==> src/rtl/sram_arbiter_if.sv <==
// Bus bundle for the SRAM arbiter: fetch port, data port and external SRAM pins.
// The arbiter uses the slave modport; the environment drives through master.
interface sram_arbiter_if #(
  parameter int ADDR_W = 32,
  parameter int DATA_W = 32
) ();
  logic              if_req;
  logic [ADDR_W-1:0] if_addr;
  logic [DATA_W-1:0] if_rdata;
  logic              if_ready;

  logic              mem_r_en;
  logic              mem_w_en;
  logic [ADDR_W-1:0] mem_addr;
  logic [DATA_W-1:0] mem_wdata;
  logic [DATA_W-1:0] mem_rdata;
  logic              mem_ready;
  logic              freeze;

  logic [ADDR_W-1:0] sram_addr;
  logic [DATA_W-1:0] sram_wdata;
  logic [DATA_W-1:0] sram_rdata;
  logic              sram_we_n;
  logic              sram_oe_n;

  modport slave (
    input  if_req, if_addr, mem_r_en, mem_w_en, mem_addr, mem_wdata, sram_rdata,
    output if_rdata, if_ready, mem_rdata, mem_ready, freeze,
           sram_addr, sram_wdata, sram_we_n, sram_oe_n
  );

  modport master (
    output if_req, if_addr, mem_r_en, mem_w_en, mem_addr, mem_wdata, sram_rdata,
    input  if_rdata, if_ready, mem_rdata, mem_ready, freeze,
           sram_addr, sram_wdata, sram_we_n, sram_oe_n
  );
endinterface

==> src/rtl/sram_arbiter.sv <==
// Single-port SRAM arbiter between instruction fetch and the LDR/STR stage.
// Data wins over fetch, except a waiting fetch is served right after a data grant.
//
//   state  | meaning
//   IDLE   | no access in progress, arbitration happens here
//   DATA   | data read/write access running on the SRAM
//   INST   | instruction fetch access running on the SRAM
//   RESP   | one-cycle completion, ready pulse for the finished access
module sram_arbiter #(
  parameter int ADDR_W      = 32,
  parameter int DATA_W      = 32,
  parameter int WAIT_CYCLES = 3
) (
  input logic           clk,
  input logic           rst,
  sram_arbiter_if.slave bus
);

  typedef enum logic [1:0] {S_IDLE, S_DATA, S_INST, S_RESP} state_t;
  typedef enum logic [1:0] {K_READ, K_WRITE, K_FETCH} kind_t;

  localparam logic [3:0] CNT_INIT = 4'(WAIT_CYCLES - 1);

  state_t            state_q, state_d;
  kind_t             kind_q, kind_d;
  logic [3:0]        cnt_q, cnt_d;
  logic              last_data_q, last_data_d;
  logic [ADDR_W-1:0] addr_q, addr_d;
  logic [DATA_W-1:0] wdata_q, wdata_d;
  logic              we_n_q, we_n_d;
  logic              oe_n_q, oe_n_d;
  logic [DATA_W-1:0] if_rdata_q, if_rdata_d;
  logic [DATA_W-1:0] mem_rdata_q, mem_rdata_d;
  logic              data_req;
  logic              mem_ready;

  assign data_req = bus.mem_r_en | bus.mem_w_en;

  always_ff @(posedge clk or negedge rst) begin
    if (!rst) begin
      state_q     <= S_IDLE;
      kind_q      <= K_READ;
      cnt_q       <= 4'd0;
      last_data_q <= 1'b0;
      addr_q      <= '0;
      wdata_q     <= '0;
      we_n_q      <= 1'b1;
      oe_n_q      <= 1'b1;
      if_rdata_q  <= '0;
      mem_rdata_q <= '0;
    end else begin
      state_q     <= state_d;
      kind_q      <= kind_d;
      cnt_q       <= cnt_d;
      last_data_q <= last_data_d;
      addr_q      <= addr_d;
      wdata_q     <= wdata_d;
      we_n_q      <= we_n_d;
      oe_n_q      <= oe_n_d;
      if_rdata_q  <= if_rdata_d;
      mem_rdata_q <= mem_rdata_d;
    end
  end

  always_comb begin
    state_d     = state_q;
    kind_d      = kind_q;
    cnt_d       = cnt_q;
    last_data_d = last_data_q;
    addr_d      = addr_q;
    wdata_d     = wdata_q;
    we_n_d      = we_n_q;
    oe_n_d      = oe_n_q;
    if_rdata_d  = if_rdata_q;
    mem_rdata_d = mem_rdata_q;

    case (state_q)
      S_IDLE: begin
        we_n_d = 1'b1;
        oe_n_d = 1'b1;
        // A fetch left waiting behind a data grant goes first on a tie.
        if (data_req && (!bus.if_req || !last_data_q)) begin
          state_d     = S_DATA;
          cnt_d       = CNT_INIT;
          last_data_d = 1'b1;
          addr_d      = bus.mem_addr;
          if (bus.mem_w_en) begin
            kind_d  = K_WRITE;
            wdata_d = bus.mem_wdata;
            we_n_d  = 1'b0;
          end else begin
            kind_d  = K_READ;
            oe_n_d  = 1'b0;
          end
        end else if (bus.if_req) begin
          state_d     = S_INST;
          kind_d      = K_FETCH;
          cnt_d       = CNT_INIT;
          last_data_d = 1'b0;
          addr_d      = bus.if_addr;
          oe_n_d      = 1'b0;
        end
      end
      S_DATA, S_INST: begin
        if (cnt_q == 4'd0) begin
          state_d = S_RESP;
          we_n_d  = 1'b1;
          oe_n_d  = 1'b1;
          if (kind_q == K_READ)  mem_rdata_d = bus.sram_rdata;
          if (kind_q == K_FETCH) if_rdata_d  = bus.sram_rdata;
        end else begin
          cnt_d = cnt_q - 4'd1;
        end
      end
      S_RESP: begin
        state_d = S_IDLE;
        we_n_d  = 1'b1;
        oe_n_d  = 1'b1;
      end
      default: begin
        state_d = S_IDLE;
        we_n_d  = 1'b1;
        oe_n_d  = 1'b1;
      end
    endcase
  end

  assign mem_ready      = (state_q == S_RESP) && (kind_q != K_FETCH);
  assign bus.mem_ready  = mem_ready;
  assign bus.if_ready   = (state_q == S_RESP) && (kind_q == K_FETCH);
  assign bus.freeze     = data_req & ~mem_ready;
  assign bus.sram_addr  = addr_q;
  assign bus.sram_wdata = wdata_q;
  assign bus.sram_we_n  = we_n_q;
  assign bus.sram_oe_n  = oe_n_q;
  assign bus.if_rdata   = if_rdata_q;
  assign bus.mem_rdata  = mem_rdata_q;

endmodule

==> src/flat_wrapper.sv <==
// flat-port wrapper written by rule: the top's interface ports become plain ports
module sram_arbiter_flat 
#(
  parameter int ADDR_W      = 32,
  parameter int DATA_W      = 32,
  parameter int WAIT_CYCLES = 3
)
  (clk, rst, bus_if_req, bus_if_addr, bus_mem_r_en, bus_mem_w_en, bus_mem_addr, bus_mem_wdata, bus_sram_rdata, bus_if_rdata, bus_if_ready, bus_mem_rdata, bus_mem_ready, bus_freeze, bus_sram_addr, bus_sram_wdata, bus_sram_we_n, bus_sram_oe_n);
  sram_arbiter_if #(.ADDR_W(ADDR_W), .DATA_W(DATA_W)) bus_i ();
  input logic clk;
  input logic rst;
  input wire logic [$bits(bus_i.if_req)-1:0] bus_if_req;
  input wire logic [$bits(bus_i.if_addr)-1:0] bus_if_addr;
  input wire logic [$bits(bus_i.mem_r_en)-1:0] bus_mem_r_en;
  input wire logic [$bits(bus_i.mem_w_en)-1:0] bus_mem_w_en;
  input wire logic [$bits(bus_i.mem_addr)-1:0] bus_mem_addr;
  input wire logic [$bits(bus_i.mem_wdata)-1:0] bus_mem_wdata;
  input wire logic [$bits(bus_i.sram_rdata)-1:0] bus_sram_rdata;
  output wire logic [$bits(bus_i.if_rdata)-1:0] bus_if_rdata;
  output wire logic [$bits(bus_i.if_ready)-1:0] bus_if_ready;
  output wire logic [$bits(bus_i.mem_rdata)-1:0] bus_mem_rdata;
  output wire logic [$bits(bus_i.mem_ready)-1:0] bus_mem_ready;
  output wire logic [$bits(bus_i.freeze)-1:0] bus_freeze;
  output wire logic [$bits(bus_i.sram_addr)-1:0] bus_sram_addr;
  output wire logic [$bits(bus_i.sram_wdata)-1:0] bus_sram_wdata;
  output wire logic [$bits(bus_i.sram_we_n)-1:0] bus_sram_we_n;
  output wire logic [$bits(bus_i.sram_oe_n)-1:0] bus_sram_oe_n;
  assign bus_i.if_req = bus_if_req;
  assign bus_i.if_addr = bus_if_addr;
  assign bus_i.mem_r_en = bus_mem_r_en;
  assign bus_i.mem_w_en = bus_mem_w_en;
  assign bus_i.mem_addr = bus_mem_addr;
  assign bus_i.mem_wdata = bus_mem_wdata;
  assign bus_i.sram_rdata = bus_sram_rdata;
  assign bus_if_rdata = bus_i.if_rdata;
  assign bus_if_ready = bus_i.if_ready;
  assign bus_mem_rdata = bus_i.mem_rdata;
  assign bus_mem_ready = bus_i.mem_ready;
  assign bus_freeze = bus_i.freeze;
  assign bus_sram_addr = bus_i.sram_addr;
  assign bus_sram_wdata = bus_i.sram_wdata;
  assign bus_sram_we_n = bus_i.sram_we_n;
  assign bus_sram_oe_n = bus_i.sram_oe_n;
  sram_arbiter #(.ADDR_W(ADDR_W), .DATA_W(DATA_W), .WAIT_CYCLES(WAIT_CYCLES)) u_core (.clk(clk), .rst(rst), .bus(bus_i));
endmodule
==> config.mk <==
export PLATFORM = sky130hd
export DESIGN_NAME = sram_arbiter_flat
export DESIGN_NICKNAME = d
export VERILOG_FILES = /design/src/rtl/sram_arbiter_if.sv /design/src/rtl/sram_arbiter.sv /design/src/flat_wrapper.sv
export SDC_FILE = /design/constraint.sdc
export NUM_CORES = 1
export LEC_CHECK = 0
export CAP_MARGIN = 15
export CORE_MARGIN = 4
export CORE_UTILIZATION = 42
export DETAILED_ROUTE_END_ITERATION = 8
export GPL_ROUTABILITY_DRIVEN = 0
export PLACE_DENSITY = 0.87
export SLEW_MARGIN = 20
export SYNTH_ARGS = -nofsm -noshare
export SYNTH_HDL_FRONTEND = slang
export SYNTH_SLANG_ARGS = --single-unit
==> constraint.sdc <==
create_clock -name clk -period 2.71 [get_ports clk]
set_clock_uncertainty 0.15 [all_clocks]
set_input_delay 0.542 -clock clk [delete_from_list [all_inputs] [get_ports clk]]
set_output_delay 0.542 -clock clk [all_outputs]
set_load 0.05 [all_outputs]
==> reports/metrics.yaml, run 1 <==
h-tree-depth: 4
cts.sinks: 139
crit_required_ns: 2.85
initial_core_util_pct: 43.3
clockPowerShare_pct: 16.3
fmax_mhz: 406
worst_slew_pin_slew_ns: 0.633
grt_pass1_vias: 4864
crit_path_end_kind: "register"
post-place-cells: 818
intPower_mw: 7.94
synthesis.area_mm2: 0.00578
finalCritPeriodShare_pct: 90.8
p_switching_mw: 6.50
syn_avg_cell_area_um2: 14.9
rsz0062_at_grt: "no"
fp-row-count: 42
ant_nets: 0
die_w_um: 125
drc_errors: 0
timing.slew.headroom_pct: 57.8
cts_tree: "done"
fp.dieH_um: 125
tns_ns: 0
ir_drop_mv: 0.958
synth.yosys.seq_area_share_pct: 60.2
io-pin-count: 266
syn-instance-count: 388
worstSkewPairLatency_ns: 0.40
die-area_mm2: 0.0157
antenna_found_initial: 0
core_region_area_mm2: 0.0133
path_clk_slew_ns: 0.05
synth_cell_types: 39
first_iter_violations: 234
stdcell_count: 850
via_per_inst: 5.10
grtUsageTotal_pct: 20.1
port_buffers: 265
hold_viol_final: 0
comb_power_share_pct: 57.7
crit_chain: "inv_1, ha_1, or3b_1, or4_4, mux2_4"
area_delta_synth_final_pct: 60.3
detail_route.wl_per_cell_um: 18.2
crit_slowest_cell: "or4_4"
yosys.area.top_type_share_pct: 59.3
leakage_nw: 4.06
hold_path_class: "reg2reg"
layout-drive-gt1-share_pct: 21.5
p_per_area_mw_per_mm2: 1560
yosys_warnings: 0
synthesis.nets: 526
overflow: 0
p_sw_share_pct: 45.0
first_pass_iters: 4
yosys.area.top_type: "dfrtp_1"
cp-start-kind: "register"
worst_ep_arrival_time_ns: 2.60
crit_path_max_incr_delay_ns: 0.73
period_minus_slack_ns: 2.46
synthTopCellsByArea: "dfrtp_1 (59%), mux2_2 (13%), mux2_4 (7.8%)"
finalSetupViolCount: 0
drv_slew: 0
cts-buffers-inserted: 17
ys_seq_elements: 139
grt_max_degree: 76
dpl.hpwl_um: 11700
criticalPathCategory: "reg2reg"
antennaDiodeCount: 0
total_power_mw: 14.4
cts_root_buffer: "clkbuf_16"
cts_buffer_depth: 2
wl_um: 15500
status: "completed"
drv_cap: 0
post_cts_buffers: 0
nets: 800
grt_pass1_wl_um: 25200
vias: 4337
seqPwrFrac_pct: 26.1
critPathMaxFanout: 32
==> cells by family (layout without fill, tap and decap cells) <==
logic type      count (synthesis)  count (layout)  synth area share (%)
flops                         139             139                  60.2
simple gates                   62              62                  6.47
buf+inv                        32             318                  3.14
mux                            96              96                  20.6
compound gates                 54              54                  8.44
fa+ha+maj                       5               5                  1.08
==> metrics by stage <==
step | worst slack, ns | util (%) | hold WS [ns] | area [um^2]
3_5_place_dp | 0.268 | 64.8 | 0.301 | 8640
6_report | 0.250 | 69.4 | 0.341 | 9260
5_1_grt | 0.190 | 69.4 | 0.360 | 9260
3_3_place_gp | 0.342 | 64.8 | 0.296 | 8640
2_1_floorplan | 0.375 | - | 0.0964 | 5780
4_1_cts | 0.0258 | 69.4 | 0.344 | 9260
==> critical path: cells and delay by family, from the launching register on <==
kind | cells | cell delay (ns)
AND/OR/NAND/NOR | 2 | 1.10
flip-flops | 1 | 0.41
multiplexers | 1 | 0.39
adder cells (fa/ha/maj) | 1 | 0.16
buffers and inverters | 1 | 0.10
==> synthesized netlist by cell type <==
cell type,count
nand3b_1,2
a221o_1,32
a211o_1,2
o21ai_0,5
o311ai_0,2
o2bb2ai_1,1
a2bb2oi_1,1
o211a_1,2
a31oi_1,1
nand4b_1,1
mux2_2,65
a21oi_1,2
nand2b_1,2
or3_1,1
nor4b_2,1
buf_6,1
a41oi_1,1
nand2_1,6
ha_1,5
o221a_2,1
buf_12,3
nor3b_1,1
clkbuf_1,17
o221ai_1,1
a21o_1,1
or4_4,1
dfstp_2,2
inv_1,7
mux2_4,30
or3b_1,1
dfrtp_1,137
o311a_1,1
o31ai_1,1
mux2_1,1
buf_2,4
nor3_1,3
nor2_1,5
and2_1,34
nand3_1,4
==> path summary, 6_finish.rpt <==
path / start / endpoint / slack, ns / depth (start not counted)
hold / removal: u_core.bus.if_rdata[6] / u_core.bus.if_rdata[6] / 0.34 / 1
min in group asynchronous: rst / u_core.bus.sram_addr[12] / 0.48 / 2
setup reg to reg: u_core.cnt_q[0] / u_core.bus.mem_rdata[15] / 0.25 / 5
max in group asynchronous: rst / u_core.bus.sram_wdata[21] / 1.21 / 3
hold reg to reg: u_core.bus.if_rdata[6] / u_core.bus.if_rdata[6] / 0.34 / 1
setup / recovery: u_core.cnt_q[0] / u_core.bus.mem_rdata[15] / 0.25 / 5
==> sequential cells by signal (all words and copies together), names as in the netlist <==
name	cells
u_core.bus.if_rdata	32
u_core.bus.mem_rdata	32
u_core.bus.sram_addr	32
u_core.bus.sram_wdata	32
u_core.cnt_q	4
u_core.kind_q	2
u_core.state_q	2
u_core.bus.sram_oe_n	1
u_core.bus.sram_we_n	1
u_core.last_data_q	1
==> cell type report <==
cell class | count | area (um^2)
multi-input combinational | 217 | 2120
timing repair buffer | 280 | 2810
inverter | 7 | 26.3
clock inverter | 7 | 113
sequential | 139 | 3480
fill | 890 | 4080
clock buffer | 24 | 492
tap | 176 | 220
==> repair_timing <==
action                                  4_1_cts  5_1_grt
hold buffers                                  1        0
resized for setup                             0        2
hold endpoints to repair                     29        0
endpoints found under the setup margin        0        2
==> power by group through the flow <==
stage	clock [mW]	sequential (mW)	combinational (mW)
4_1_cts	2.41	3.76	8.40
2_1_floorplan	0	7.11	2.11
3_3_place_gp	0	3.71	8.21
3_5_place_dp	0	3.76	8.37
5_1_grt	2.51	3.90	8.69
6_report	2.35	3.76	8.33
==> cells in the final DEF (no fill, tap or decap), types with 5 or more instances in the layout <==
cell type	instances
a221o_1	32
and2_1	34
buf_4	12
clkbuf_16	17
clkdlybuf4s50_1	261
dfrtp_1	137
ha_1	5
inv_1	7
mux2_2	65
mux2_4	30
nand2_1	6
nor2_1	5
o21ai_0	5
==> metal layers <==
| metal | part of all wire [%] | up-vias | global-route usage [%] |
|---|---|---|---|
| li1 | - | 1965 | - |
| met1 | 39 | 2159 | 22.5 |
| met2 | 51 | 192 | 34.8 |
| met3 | 8.7 | 21 | 8.06 |
| met4 | 1.9 | 0 | 6.89 |
| met5 | 0 | - | 0 |
Power figures use the tool's default switching activity.
==> inputs of run 2 (changes only) <==
CORE_UTILIZATION = 38   (was 42)
PLACE_DENSITY = 0.84   (was 0.87)
clock period = 2 ns   (was 2.71 ns; I/O delays follow)
==> run 2 against run 1 <==
  * The flow now finishes with violations (negative setup slack)
  * Clock-buffer cell count down 3
  * Core utilization fell by 5.1 points
  * Sequential cell count is the same
  * Total power grew 37%
  * Fmax up 11%
  * First-iteration DRC count increased by 9.4%
  * Die area is 9.8% higher
  * Cell count increased by 4.1%
  * Clock power up 41%
  * Largest cell class unchanged
==> reports/metrics.yaml, run 2 (synthesis gave the netlist of run 1 again) <==
seqPwrFrac_pct: 25.8  # -0.3 points
area_delta_synth_final_pct: 63.6
drc_errors: 0  # unchanged
port_buffers: 265  # unchanged
die_w_um: 131  # +4.8%
die-area_mm2: 0.0172  # +9.8%
h-tree-depth: 4  # unchanged
cts_tree: "done"
stdcell_count: 885  # +4.1%
via_per_inst: 5.03  # -1.4%
final_cell_mix: "buf_4 (151), dfrtp_1 (137), clkdlybuf4s50_1 (129)"
cts.sinks: 139  # unchanged
hold_viol_final: 0  # unchanged
grt_pass1_wl_um: 26100  # +3.3%
crit_required_ns: 2.14  # -0.71 ns
p_sw_share_pct: 46.0  # +1.0 points
timing.rr.start: "u_core.cnt_q[0]"
ant_nets: 0  # unchanged
cts-buffers-inserted: 17  # unchanged
hold_path_class: "in2async"
post-place-cells: 844  # +3.2%
grt_pass1_vias: 4970  # +2.2%
antennaDiodeCount: 0  # unchanged
intPower_mw: 10.7  # +35%
fin_ws_ns: -0.221  # -0.471 ns
grt_max_degree: 57  # -25%
leakage_nw: 4.41  # +8.7%
detail_route.wl_per_cell_um: 18.7  # +2.7%
timing.slew.headroom_pct: 73.3  # +15 points
grtUsageTotal_pct: 18.8  # -1.3 points
rr_worst_depth: 6  # +1
p_switching_mw: 9.12  # +40%
antenna_found_initial: 0  # unchanged
fp.dieH_um: 131  # +4.8%
p_per_area_mw_per_mm2: 2100  # +35%
finalCritPeriodShare_pct: 111  # +20 points
fp-row-count: 44  # +4.8%
ir_drop_mv: 1.35  # +41%
worst_slew_pin_slew_ns: 0.399  # -0.233 ns
critPathMaxFanout: 18  # -44%
initial_core_util_pct: 39.3  # -4.0 points
crit_chain: "inv_2, ha_4, or3b_4, or4_4, buf_12, mux2_4"
criticalPathCategory: "reg2reg"
first_pass_iters: 4  # unchanged
worstSkewPairLatency_ns: 0.41  # about the same
first_iter_violations: 256  # +9.4%
dp_slack_ns: -0.253  # -0.521 ns
path_buf_inv: 2  # +1
comb_power_share_pct: 57.5  # -0.2 points
fmax_mhz: 450  # +11%
cts_buffer_depth: 2  # unchanged
dpl.hpwl_um: 12200  # +4.6%
critical-path-top-delay-family: "simple AND/OR/NAND/NOR gates"
layout-drive-gt1-share_pct: 45.1  # +24 points
worstReg2RegEnd: "u_core.bus.mem_rdata[12]"
vias: 4453  # +2.7%
rsz0062_at_grt: "yes"
wl_um: 16500  # +7.0%
status: "finished, violations left"
clockPowerShare_pct: 16.7  # +0.4 points
reg2reg_slack_ns: -0.22  # -0.47 ns
nets: 826  # +3.3%
crit_path_max_incr_delay_ns: 0.47  # -0.26 ns
io-pin-count: 266  # unchanged
tns_ns: -11.89  # -11.89 ns
crit_slowest_cell: "or4_4"
path_clk_slew_ns: 0.06  # about the same
period_minus_slack_ns: 2.22  # -0.239 ns
worst_ep_arrival_time_ns: 2.36  # -0.24 ns
cts_root_buffer: "clkbuf_16"
overflow: 0  # unchanged
violations: "negative setup slack"
layout_commonest_cell: "buf_4"
cp-start-kind: "register"
drv_slew: 0  # unchanged
crit_path_end_kind: "register"
finalSetupViolCount: 65  # +65
drv_cap: 0  # unchanged
total_power_mw: 19.8  # +37%
core_region_area_mm2: 0.0147  # +10%
[run 2: per-layer routing]
| layer | global-route usage, % | up-vias | part of all wire [%] |
|---|---|---|---|
| met5 | 0 | - | 0 |
| met4 | 6.88 | 0 | 2.0 |
| met3 | 5.62 | 25 | 7.1 |
| met2 | 32.8 | 202 | 51 |
| met1 | 22.0 | 2197 | 40 |
| li1 | - | 2029 | - |
[run 2: worst max path at each step]
stage                               start                  endpoint  slack [ns]  cells past startpoint
final                     u_core.cnt_q[0]  u_core.bus.mem_rdata[12]       -0.22                      6
after global routing      u_core.cnt_q[0]  u_core.bus.mem_rdata[28]       -0.28                      6
after CTS                 u_core.cnt_q[0]   u_core.bus.if_rdata[17]       -0.24                      6
after detailed placement  u_core.cnt_q[0]  u_core.bus.mem_rdata[27]       -0.25                      6
after global placement    u_core.cnt_q[0]  u_core.bus.mem_rdata[27]       -0.21                      6
after floorplan           u_core.cnt_q[0]  u_core.bus.mem_rdata[10]       -0.33                      8
[run 2: layout make-up]
type | count | area, um^2
fillers | 1064 | 5240
clock inverters | 11 | 155
inverters | 7 | 26.3
clock buffers | 21 | 470
flip-flops and latches | 139 | 3480
well taps | 184 | 230
repair buffers | 306 | 2910
multi-input cells | 217 | 2180
[run 2: repair_timing]
item,CTS,global route
resized for setup,19,4
endpoints found under the setup margin,67,67
setup buffers,3,1
pin swaps,2,1
cloned,2,2
hold buffers,1,0
endpoints found under the hold margin,55,0
[run 2: worst register-to-register path: cells and delay by family, from the launching register on]
family,cells,cell delay [ns]
and+or+nand+nor,2,0.85
buffers and inverters,2,0.29
DFF,1,0.38
adders and majority gates,1,0.13
muxes,1,0.31
[run 2: power by group through the flow]
stage / clock, mW / combinational (mW) / sequential, mW
floorplan: 0 / 2.87 / 9.64
global placement: 0 / 11.0 / 5.07
detailed placement: 0 / 11.2 / 5.10
CTS: 3.36 / 11.4 / 5.11
global route: 3.48 / 11.9 / 5.28
finish: 3.31 / 11.4 / 5.12
[run 2: per-stage QoR]
stage | area (um^2) | hold WS, ns | utilization, %
finish | 9460 | 0.279 | 64.3
global route | 9460 | 0.292 | 64.3
CTS | 9390 | 0.264 | 63.9
detailed placement | 8600 | 0.130 | 58.5
global placement | 8600 | 0.132 | 58.5
floorplan | 5800 | -0.0456 | -
